<file path="src/rtl/road_fighter_pkg.sv">
// Shared object-table types and constants for the road fighter game.
// Object records are five 11-bit fields: {img_id, x, y, width, height}.
package road_fighter_pkg;

  localparam int unsigned OBJ_FIELDS = 5;
  localparam int unsigned OBJ_W      = 11;

  localparam int unsigned IMG_ID = 0;
  localparam int unsigned X      = 1;
  localparam int unsigned Y      = 2;
  localparam int unsigned W      = 3;
  localparam int unsigned H      = 4;

  typedef logic [0:OBJ_FIELDS-1][0:OBJ_W-1] obj_rec_t;

  typedef enum logic [1:0] {
    DRIVE   = 2'd0,
    CRASH   = 2'd1,
    RESPAWN = 2'd2
  } drive_state_t;

  localparam logic [OBJ_W-1:0] IMG_CAR    = 11'd0;
  localparam logic [OBJ_W-1:0] IMG_SPIN_A = 11'd1;
  localparam logic [OBJ_W-1:0] IMG_SPIN_B = 11'd2;
  localparam logic [OBJ_W-1:0] IMG_NONE   = 11'h7FF;

  // Timer bit that flips the crash/blink animation every 4 frames.
  localparam int unsigned ANIM_BIT = 2;

endpackage

</file>
<file path="src/rtl/player_state_ctrl_if.sv">
// Key/collision inputs and object-record outputs of the player controller.
interface player_state_ctrl_if;
  import road_fighter_pkg::*;

  logic       frame_start;
  logic       plus_is_pressed;
  logic       minus_is_pressed;
  logic       left_is_pressed;
  logic       right_is_pressed;
  logic       collision;
  obj_rec_t   new_player_state;
  logic [3:0] scroll_step;
  logic [1:0] drive_state;

  modport master (
    output frame_start, plus_is_pressed, minus_is_pressed,
           left_is_pressed, right_is_pressed, collision,
    input  new_player_state, scroll_step, drive_state
  );

  modport slave (
    input  frame_start, plus_is_pressed, minus_is_pressed,
           left_is_pressed, right_is_pressed, collision,
    output new_player_state, scroll_step, drive_state
  );
endinterface

</file>
<file path="src/rtl/player_state_ctrl_frame_timer.sv">
// Frame-gated up-counter with synchronous clear and a terminal-count compare.
module frame_timer #(
  parameter int unsigned WIDTH = 7
) (
  input  logic             clk,
  input  logic             reset,
  input  logic             en,
  input  logic             clr,
  input  logic [WIDTH-1:0] terminal,
  output logic [WIDTH-1:0] cnt,
  output logic             tc_c
);

  always_ff @(posedge clk or posedge reset) begin
    if (reset)   cnt <= '0;
    else if (en) cnt <= clr ? '0 : WIDTH'(cnt + 1'b1);
  end

  assign tc_c = (cnt == terminal);

endmodule

</file>
<file path="src/rtl/player_state_ctrl.sv">
// Per-frame player car controller: speed, steering, crash spin and respawn blink.
// Produces the player object record and the road scroll step.
module player_state_ctrl
  import road_fighter_pkg::*;
#(
  parameter int unsigned X_INIT       = 300,
  parameter int unsigned Y_POS        = 7,
  parameter int unsigned CAR_W        = 16,
  parameter int unsigned CAR_H        = 32,
  parameter int unsigned ROAD_X_MIN   = 106,
  parameter int unsigned ROAD_X_MAX   = 424,
  parameter int unsigned MAX_SPEED    = 15,
  parameter int unsigned ACCEL_FRAMES = 4,
  parameter int unsigned STEER_STEP   = 2,
  parameter int unsigned CRASH_FRAMES = 60,
  parameter int unsigned BLINK_FRAMES = 60
) (
  input  logic                 clk,
  input  logic                 reset,
  player_state_ctrl_if.slave   bus
);

  localparam int unsigned TMR_W = 7;
  localparam int unsigned ACC_W = (ACCEL_FRAMES > 1) ? $clog2(ACCEL_FRAMES) : 1;

  localparam logic [TMR_W-1:0]   CRASH_LAST = TMR_W'(CRASH_FRAMES - 1);
  localparam logic [TMR_W-1:0]   BLINK_LAST = TMR_W'(BLINK_FRAMES - 1);
  localparam logic [ACC_W-1:0]   ACC_LAST   = ACC_W'(ACCEL_FRAMES - 1);
  localparam logic [3:0]         SPD_MAX    = 4'(MAX_SPEED);
  localparam logic [OBJ_W-1:0]   X_START    = OBJ_W'(X_INIT);
  localparam logic signed [11:0] X_LO       = 12'(ROAD_X_MIN);
  localparam logic signed [11:0] X_HI       = 12'(ROAD_X_MAX - CAR_W);
  localparam logic signed [11:0] STEP       = 12'(STEER_STEP);

  drive_state_t     state_q;
  logic [3:0]       speed_q;
  logic [OBJ_W-1:0] x_q;
  logic [OBJ_W-1:0] img_q;
  logic             coll_latch_q;

  logic             crash_go_c;
  logic             acc_clr_c, acc_tc_c;
  logic [ACC_W-1:0] acc_cnt;
  logic             tmr_clr_c, tmr_tc_c;
  logic [TMR_W-1:0] tmr_cnt, tmr_terminal_c, tmr_nxt_c;
  logic [3:0]       speed_nxt_c;
  logic [OBJ_W-1:0] x_steer_c;
  logic signed [11:0] x_wide_c, x_left_c, x_right_c;
  obj_rec_t         rec_c;

  frame_timer #(.WIDTH(ACC_W)) u_accel_timer (
    .clk      (clk),
    .reset    (reset),
    .en       (bus.frame_start),
    .clr      (acc_clr_c),
    .terminal (ACC_LAST),
    .cnt      (acc_cnt),
    .tc_c     (acc_tc_c)
  );

  frame_timer #(.WIDTH(TMR_W)) u_anim_timer (
    .clk      (clk),
    .reset    (reset),
    .en       (bus.frame_start),
    .clr      (tmr_clr_c),
    .terminal (tmr_terminal_c),
    .cnt      (tmr_cnt),
    .tc_c     (tmr_tc_c)
  );

  // Frame decision: crash detection, counter control, speed and steering.
  always_comb begin
    crash_go_c     = (state_q == DRIVE) && (coll_latch_q || bus.collision);
    acc_clr_c      = (state_q == CRASH) || crash_go_c || bus.minus_is_pressed ||
                     !bus.plus_is_pressed || acc_tc_c;
    tmr_clr_c      = ((state_q != CRASH) && (state_q != RESPAWN)) || tmr_tc_c;
    tmr_terminal_c = (state_q == CRASH) ? CRASH_LAST : BLINK_LAST;
    tmr_nxt_c      = TMR_W'(tmr_cnt + 1'b1);

    speed_nxt_c = speed_q;
    if ((state_q == CRASH) || crash_go_c)
      speed_nxt_c = '0;
    else if (bus.minus_is_pressed)
      speed_nxt_c = (speed_q < 4'd2) ? 4'd0 : 4'(speed_q - 4'd2);
    else if (bus.plus_is_pressed && acc_tc_c)
      speed_nxt_c = (speed_q >= SPD_MAX) ? SPD_MAX : 4'(speed_q + 4'd1);

    // Signed 12-bit intermediates keep x - STEP from wrapping near zero.
    x_wide_c  = $signed({1'b0, x_q});
    x_left_c  = x_wide_c - STEP;
    x_right_c = x_wide_c + STEP;
    x_steer_c = x_q;
    if (bus.left_is_pressed && !bus.right_is_pressed)
      x_steer_c = (x_left_c < X_LO) ? OBJ_W'(X_LO) : OBJ_W'(x_left_c);
    else if (bus.right_is_pressed && !bus.left_is_pressed)
      x_steer_c = (x_right_c > X_HI) ? OBJ_W'(X_HI) : OBJ_W'(x_right_c);
  end

  always_ff @(posedge clk or posedge reset) begin
    if (reset) begin
      state_q      <= DRIVE;
      speed_q      <= '0;
      x_q          <= X_START;
      img_q        <= IMG_CAR;
      coll_latch_q <= 1'b0;
    end else begin
      if (bus.frame_start)
        coll_latch_q <= 1'b0;
      else if (bus.collision && (state_q == DRIVE))
        coll_latch_q <= 1'b1;

      if (bus.frame_start) begin
        speed_q <= speed_nxt_c;
        case (state_q)
          DRIVE: begin
            x_q <= x_steer_c;
            if (crash_go_c) begin
              state_q <= CRASH;
              img_q   <= IMG_SPIN_A;
            end else begin
              img_q   <= IMG_CAR;
            end
          end
          CRASH: begin
            if (tmr_tc_c) begin
              state_q <= RESPAWN;
              x_q     <= X_START;
              img_q   <= IMG_CAR;
            end else begin
              img_q   <= tmr_nxt_c[ANIM_BIT] ? IMG_SPIN_B : IMG_SPIN_A;
            end
          end
          RESPAWN: begin
            x_q <= x_steer_c;
            if (tmr_tc_c) begin
              state_q <= DRIVE;
              img_q   <= IMG_CAR;
            end else begin
              img_q   <= tmr_nxt_c[ANIM_BIT] ? IMG_NONE : IMG_CAR;
            end
          end
          default: begin
            state_q <= DRIVE;
            img_q   <= IMG_CAR;
          end
        endcase
      end
    end
  end

  always_comb begin
    rec_c         = '0;
    rec_c[IMG_ID] = img_q;
    rec_c[X]      = x_q;
    rec_c[Y]      = OBJ_W'(Y_POS);
    rec_c[W]      = OBJ_W'(CAR_W);
    rec_c[H]      = OBJ_W'(CAR_H);
  end

  assign bus.new_player_state = rec_c;
  assign bus.scroll_step      = speed_q;
  assign bus.drive_state      = 2'(state_q);

endmodule

</file>
<file path="src/flat_wrapper.sv">
// flat-port wrapper written by rule: the top's interface ports become plain ports
module player_state_ctrl_flat import road_fighter_pkg::*;
#(
  parameter int unsigned X_INIT       = 300,
  parameter int unsigned Y_POS        = 7,
  parameter int unsigned CAR_W        = 16,
  parameter int unsigned CAR_H        = 32,
  parameter int unsigned ROAD_X_MIN   = 106,
  parameter int unsigned ROAD_X_MAX   = 424,
  parameter int unsigned MAX_SPEED    = 15,
  parameter int unsigned ACCEL_FRAMES = 4,
  parameter int unsigned STEER_STEP   = 2,
  parameter int unsigned CRASH_FRAMES = 60,
  parameter int unsigned BLINK_FRAMES = 60
)
  (clk, reset, bus_frame_start, bus_plus_is_pressed, bus_minus_is_pressed, bus_left_is_pressed, bus_right_is_pressed, bus_collision, bus_new_player_state, bus_scroll_step, bus_drive_state);
  player_state_ctrl_if bus_i ();
  input  logic clk;
  input  logic reset;
  input wire logic [$bits(bus_i.frame_start)-1:0] bus_frame_start;
  input wire logic [$bits(bus_i.plus_is_pressed)-1:0] bus_plus_is_pressed;
  input wire logic [$bits(bus_i.minus_is_pressed)-1:0] bus_minus_is_pressed;
  input wire logic [$bits(bus_i.left_is_pressed)-1:0] bus_left_is_pressed;
  input wire logic [$bits(bus_i.right_is_pressed)-1:0] bus_right_is_pressed;
  input wire logic [$bits(bus_i.collision)-1:0] bus_collision;
  output wire logic [$bits(bus_i.new_player_state)-1:0] bus_new_player_state;
  output wire logic [$bits(bus_i.scroll_step)-1:0] bus_scroll_step;
  output wire logic [$bits(bus_i.drive_state)-1:0] bus_drive_state;
  assign bus_i.frame_start = bus_frame_start;
  assign bus_i.plus_is_pressed = bus_plus_is_pressed;
  assign bus_i.minus_is_pressed = bus_minus_is_pressed;
  assign bus_i.left_is_pressed = bus_left_is_pressed;
  assign bus_i.right_is_pressed = bus_right_is_pressed;
  assign bus_i.collision = bus_collision;
  assign bus_new_player_state = bus_i.new_player_state;
  assign bus_scroll_step = bus_i.scroll_step;
  assign bus_drive_state = bus_i.drive_state;
  player_state_ctrl #(.X_INIT(X_INIT), .Y_POS(Y_POS), .CAR_W(CAR_W), .CAR_H(CAR_H), .ROAD_X_MIN(ROAD_X_MIN), .ROAD_X_MAX(ROAD_X_MAX), .MAX_SPEED(MAX_SPEED), .ACCEL_FRAMES(ACCEL_FRAMES), .STEER_STEP(STEER_STEP), .CRASH_FRAMES(CRASH_FRAMES), .BLINK_FRAMES(BLINK_FRAMES)) u_core (.clk(clk), .reset(reset), .bus(bus_i));
endmodule
</file>
<file path="config.mk">
export PLATFORM = sky130hd
export DESIGN_NAME = player_state_ctrl_flat
export DESIGN_NICKNAME = d
export VERILOG_FILES = /design/src/rtl/road_fighter_pkg.sv /design/src/rtl/player_state_ctrl_if.sv /design/src/rtl/player_state_ctrl_frame_timer.sv /design/src/rtl/player_state_ctrl.sv /design/src/flat_wrapper.sv
export SDC_FILE = /design/constraint.sdc
export NUM_CORES = 1
export LEC_CHECK = 0
export BUFFER_PORTS_ARGS = -buffer_cell sky130_fd_sc_hd__buf_4
export CAP_MARGIN = 20
export CORE_ASPECT_RATIO = 0.7
export CORE_MARGIN = 2
export CORE_UTILIZATION = 40
export DETAILED_ROUTE_END_ITERATION = 10
export HOLD_SLACK_MARGIN = 0.02
export PLACE_DENSITY = 0.73
export SLEW_MARGIN = 25
export SYNTH_ARGS = -nofsm -noshare
export SYNTH_HDL_FRONTEND = slang
export SYNTH_SLANG_ARGS = --single-unit
</file>
<file path="constraint.sdc">
create_clock -name clk -period 5.7 [get_ports clk]
set_input_delay 0.57 -clock clk [delete_from_list [all_inputs] [get_ports clk]]
set_output_delay 0.57 -clock clk [all_outputs]
set_load 0.05 [all_outputs]
</file>
==> metrics list <==
- STA puts the critical path data arrival time at 3100 ps.
* Final critical-path share of the clock period: 51.3%
- Maximum Capacitance Violations: 0
* Initial DRT Pass Iterations: 5
- In the final routed layout, each cell accounts on average for 14.5 um.
* Number of buffers inserted during clock tree synthesis: 5
- In this run the vertical extent of the chip is 72.9 um.
* Floorplan die area: 7470 sq um
- The routed design has 6390 um of wire.
- Effective utilization at floorplan: 40.8%
* Number of antenna cells inserted: 0
- Top-area cell type share of the netlist area: 23.0%
* Share of post-route cells with drive strength above 1: 18.7%
- The floorplan step defined a core boundary enclosing 6660 sq um.
- The number of global-route vias before repair is 2165.
* Type of the most critical hold path: in -> async
- sky130_fd_sc_hd__dfrtp_1 takes more of the synthesized area than any other cell.
- Setup violations remaining at the end of the flow were counted as 0.
- At the later pin of the worst-skew pair, clock insertion delay measures 290 ps.
* Net count of the finished layout: 366
- The tree is rooted in a sky130_fd_sc_hd__clkbuf_8.
- Cell row count: 25
- DRC Markers: 0
* Sequential share of the synthesized area: 26.9%
- For this run, the number of Yosys warnings is 0.
* Clock slew at reported path FFs: 70 ps
- In this run the remaining antenna-violating nets after routing total 0.
* Htree depth: 2
- Pin count of the biggest net entering global routing: 30
* Area contributors post-synth: sky130_fd_sc_hd__dfrtp_1 23%, sky130_fd_sc_hd__buf_4 12%, sky130_fd_sc_hd__ha_1 5.1%
* Via density per instance: 5.55
- The clock arrives with 8.06 ps of skew.
- Final HPWL DP: 4680 um
* Overall die width: 102 um
- Final Non-Filler Cells: 442
- Summed over all layers, the global routing overflow is 0.
* Total power density per cell area: 512 nW/um^2
- In this run the worst path has a maximum fanout of 13.
* Total track usage: 18.0%
- Total number of vias: 2454
- The flow ran to the end, and the final reports show no timing, DRC or antenna violations.
* Number of instances in the synthesized netlist: 331
- Syn avg cell area: 8.20 sq um
* Total number of clock tree sinks: 29
- First-pass GRT wire length: 10700 um
* RSZ-0062 raised after global routing: no
- Worst slew margin relative to its limit: 54.2%
- Number of placed instances, taps included: 434
* VDD IR max: 0.000193 V
- The clock passes through at most 2 buffers.
* Required time of the critical path: 5880 ps
- Flip-flop and latch count after synthesis: 29
- In the synthesized netlist the dominant register cell turns out to be sky130_fd_sc_hd__dfrtp_1.
* # resized after CTS: 0
- Buffers on Ports: 34
* Design Power: 1.49 mW
- Number of flops mapped to enable cells by yosys: 0
- Commonest cells post-synth: 43 x sky130_fd_sc_hd__buf_4, 30 x sky130_fd_sc_hd__nand2_1, 25 x sky130_fd_sc_hd__dfrtp_1, 21 x sky130_fd_sc_hd__inv_1, 19 x sky130_fd_sc_hd__o21ai_0
- The analysis attributes to cell leakage a power of 1.25 nW.
- After layout, the minimum clock period comes to 2920 ps.
- 69 I/O pins were placed.
* CTS tree: yes
- In this run the cell area of the synthesized design comes to 2720 sq um.
* Number of hold-slack violations in the final timing report: 0
- STA classifies the critical path endpoint as a flip-flop.
* Initial antenna violation count: 0
* Total Neg Setup Slack: 0 ps
* Achievable Freq: 342 MHz
* Detailed router's first-iteration violation count: 281
- From synthesis to final layout, the design area changed by 6.96%.
- Critical Setup Path Class: reg -> reg
- Max Transition Viols Final: 0
- Number of post-CTS setup repair buffers: 0
* Most common cell in the netlist: sky130_fd_sc_hd__buf_4
- CP Launch Type: flip-flop
- In the synthesized netlist the async set-or-reset flop fraction comes to 100%.
* Number of hold buffers added after CTS: 0
- Transition at the pin with the smallest max-transition slack: 679 ps
- Placer Congestion: 0.942
* Synth unique cells: 70
## worst max-delay path, stage by stage (launching register included)
cell and delay (ps):
sky130_fd_sc_hd__dfrtp_1 520, sky130_fd_sc_hd__inv_1 150, sky130_fd_sc_hd__ha_1 360, sky130_fd_sc_hd__or3b_4 470, sky130_fd_sc_hd__or2_4 250, sky130_fd_sc_hd__or3_2 460, sky130_fd_sc_hd__a21oi_4 210, sky130_fd_sc_hd__nor2_2 90
sky130_fd_sc_hd__a221o_1 300
## final timing paths
path | startpoint | endpoint | slack [ps] | cells after the start
max | u_core.x_q[1] | u_core.x_q[4] | 2780 | 8
min | reset | u_core.x_q[1] | 360 | 3
max reg2reg | u_core.x_q[1] | u_core.x_q[4] | 2780 | 8
min reg2reg | u_core.u_anim_timer.cnt[6] | u_core.u_anim_timer.cnt[6] | 510 | 1
max in group asynchronous | reset | u_core.x_q[8] | 5010 | 3
min in group clk | u_core.u_anim_timer.cnt[6] | u_core.u_anim_timer.cnt[6] | 510 | 1
## stage by stage
step	hold slack (ps)	cell area [sq um]	worst slack, ps	utilization, %
floorplan	448	2840	2810	-
global placement	466	2810	2930	42.2
detailed placement	491	2810	2850	42.2
CTS	388	2900	2820	43.6
global route	411	2900	2580	43.6
finish	362	2900	2780	43.6
## kinds of logic (layout without fill, tap and decap cells)
family          Yosys count  count (layout)  share of synthesized area [%]
simple gates             99              99                           18.9
mux                       4               4                           1.61
other cells               2              34                          0.277
compound gates           96              96                           25.9
flops                    29              29                           26.9
xor+xnor                 11              11                           3.55
buf+inv                  79              64                           17.7
fa+ha+maj                11              11                           5.07
## state kept, by name, summed over array words and instances (netlist names)
signal                    count
u_core.bus.drive_state        2
u_core.x_q                   10
u_core.u_anim_timer.cnt       7
u_core.coll_latch_q           1
u_core.bus.scroll_step        4
u_core.u_accel_timer.cnt      2
u_core.img_q                  3
## per-layer routing
layer | wire length, um | track usage, % | vias to the layer above
li1 | - | - | 1146
met1 | 2950 | 27.2 | 1158
met2 | 2790 | 25.9 | 144
met3 | 597 | 3.54 | 6
met4 | 57 | 5.48 | 0
met5 | 0 | 0 | -
## cell usage in the layout (no fill, tap or decap), drive strengths merged, types with 4 or more instances in the layout
cell,n
xnor2,9
a211oi,4
o21ai,21
nor3,5
nor3b,4
inv,21
dfrtp,25
conb,34
clkbuf,5
nand2,30
buf,35
o22ai,8
or2,4
a31oi,4
nand4,7
nand2b,5
dfstp,4
nor2,18
ha,11
nor2b,4
nand3,8
a21oi,19
## report_power, final
group	switching (mW)	internal, mW
combinational	0.586	0.306
sequential	0.144	0.279
clock	0.0885	0.0855
## final cells by class
cell class	count	area [sq um]
flip-flops and latches	29	731
inverters	21	78.8
fillers	670	3760
clock inverters	3	22.5
well taps	94	118
repair buffers	35	263
clock buffers	5	68.8
multi-input cells	255	1620
Power figures use the tool's default switching activity.
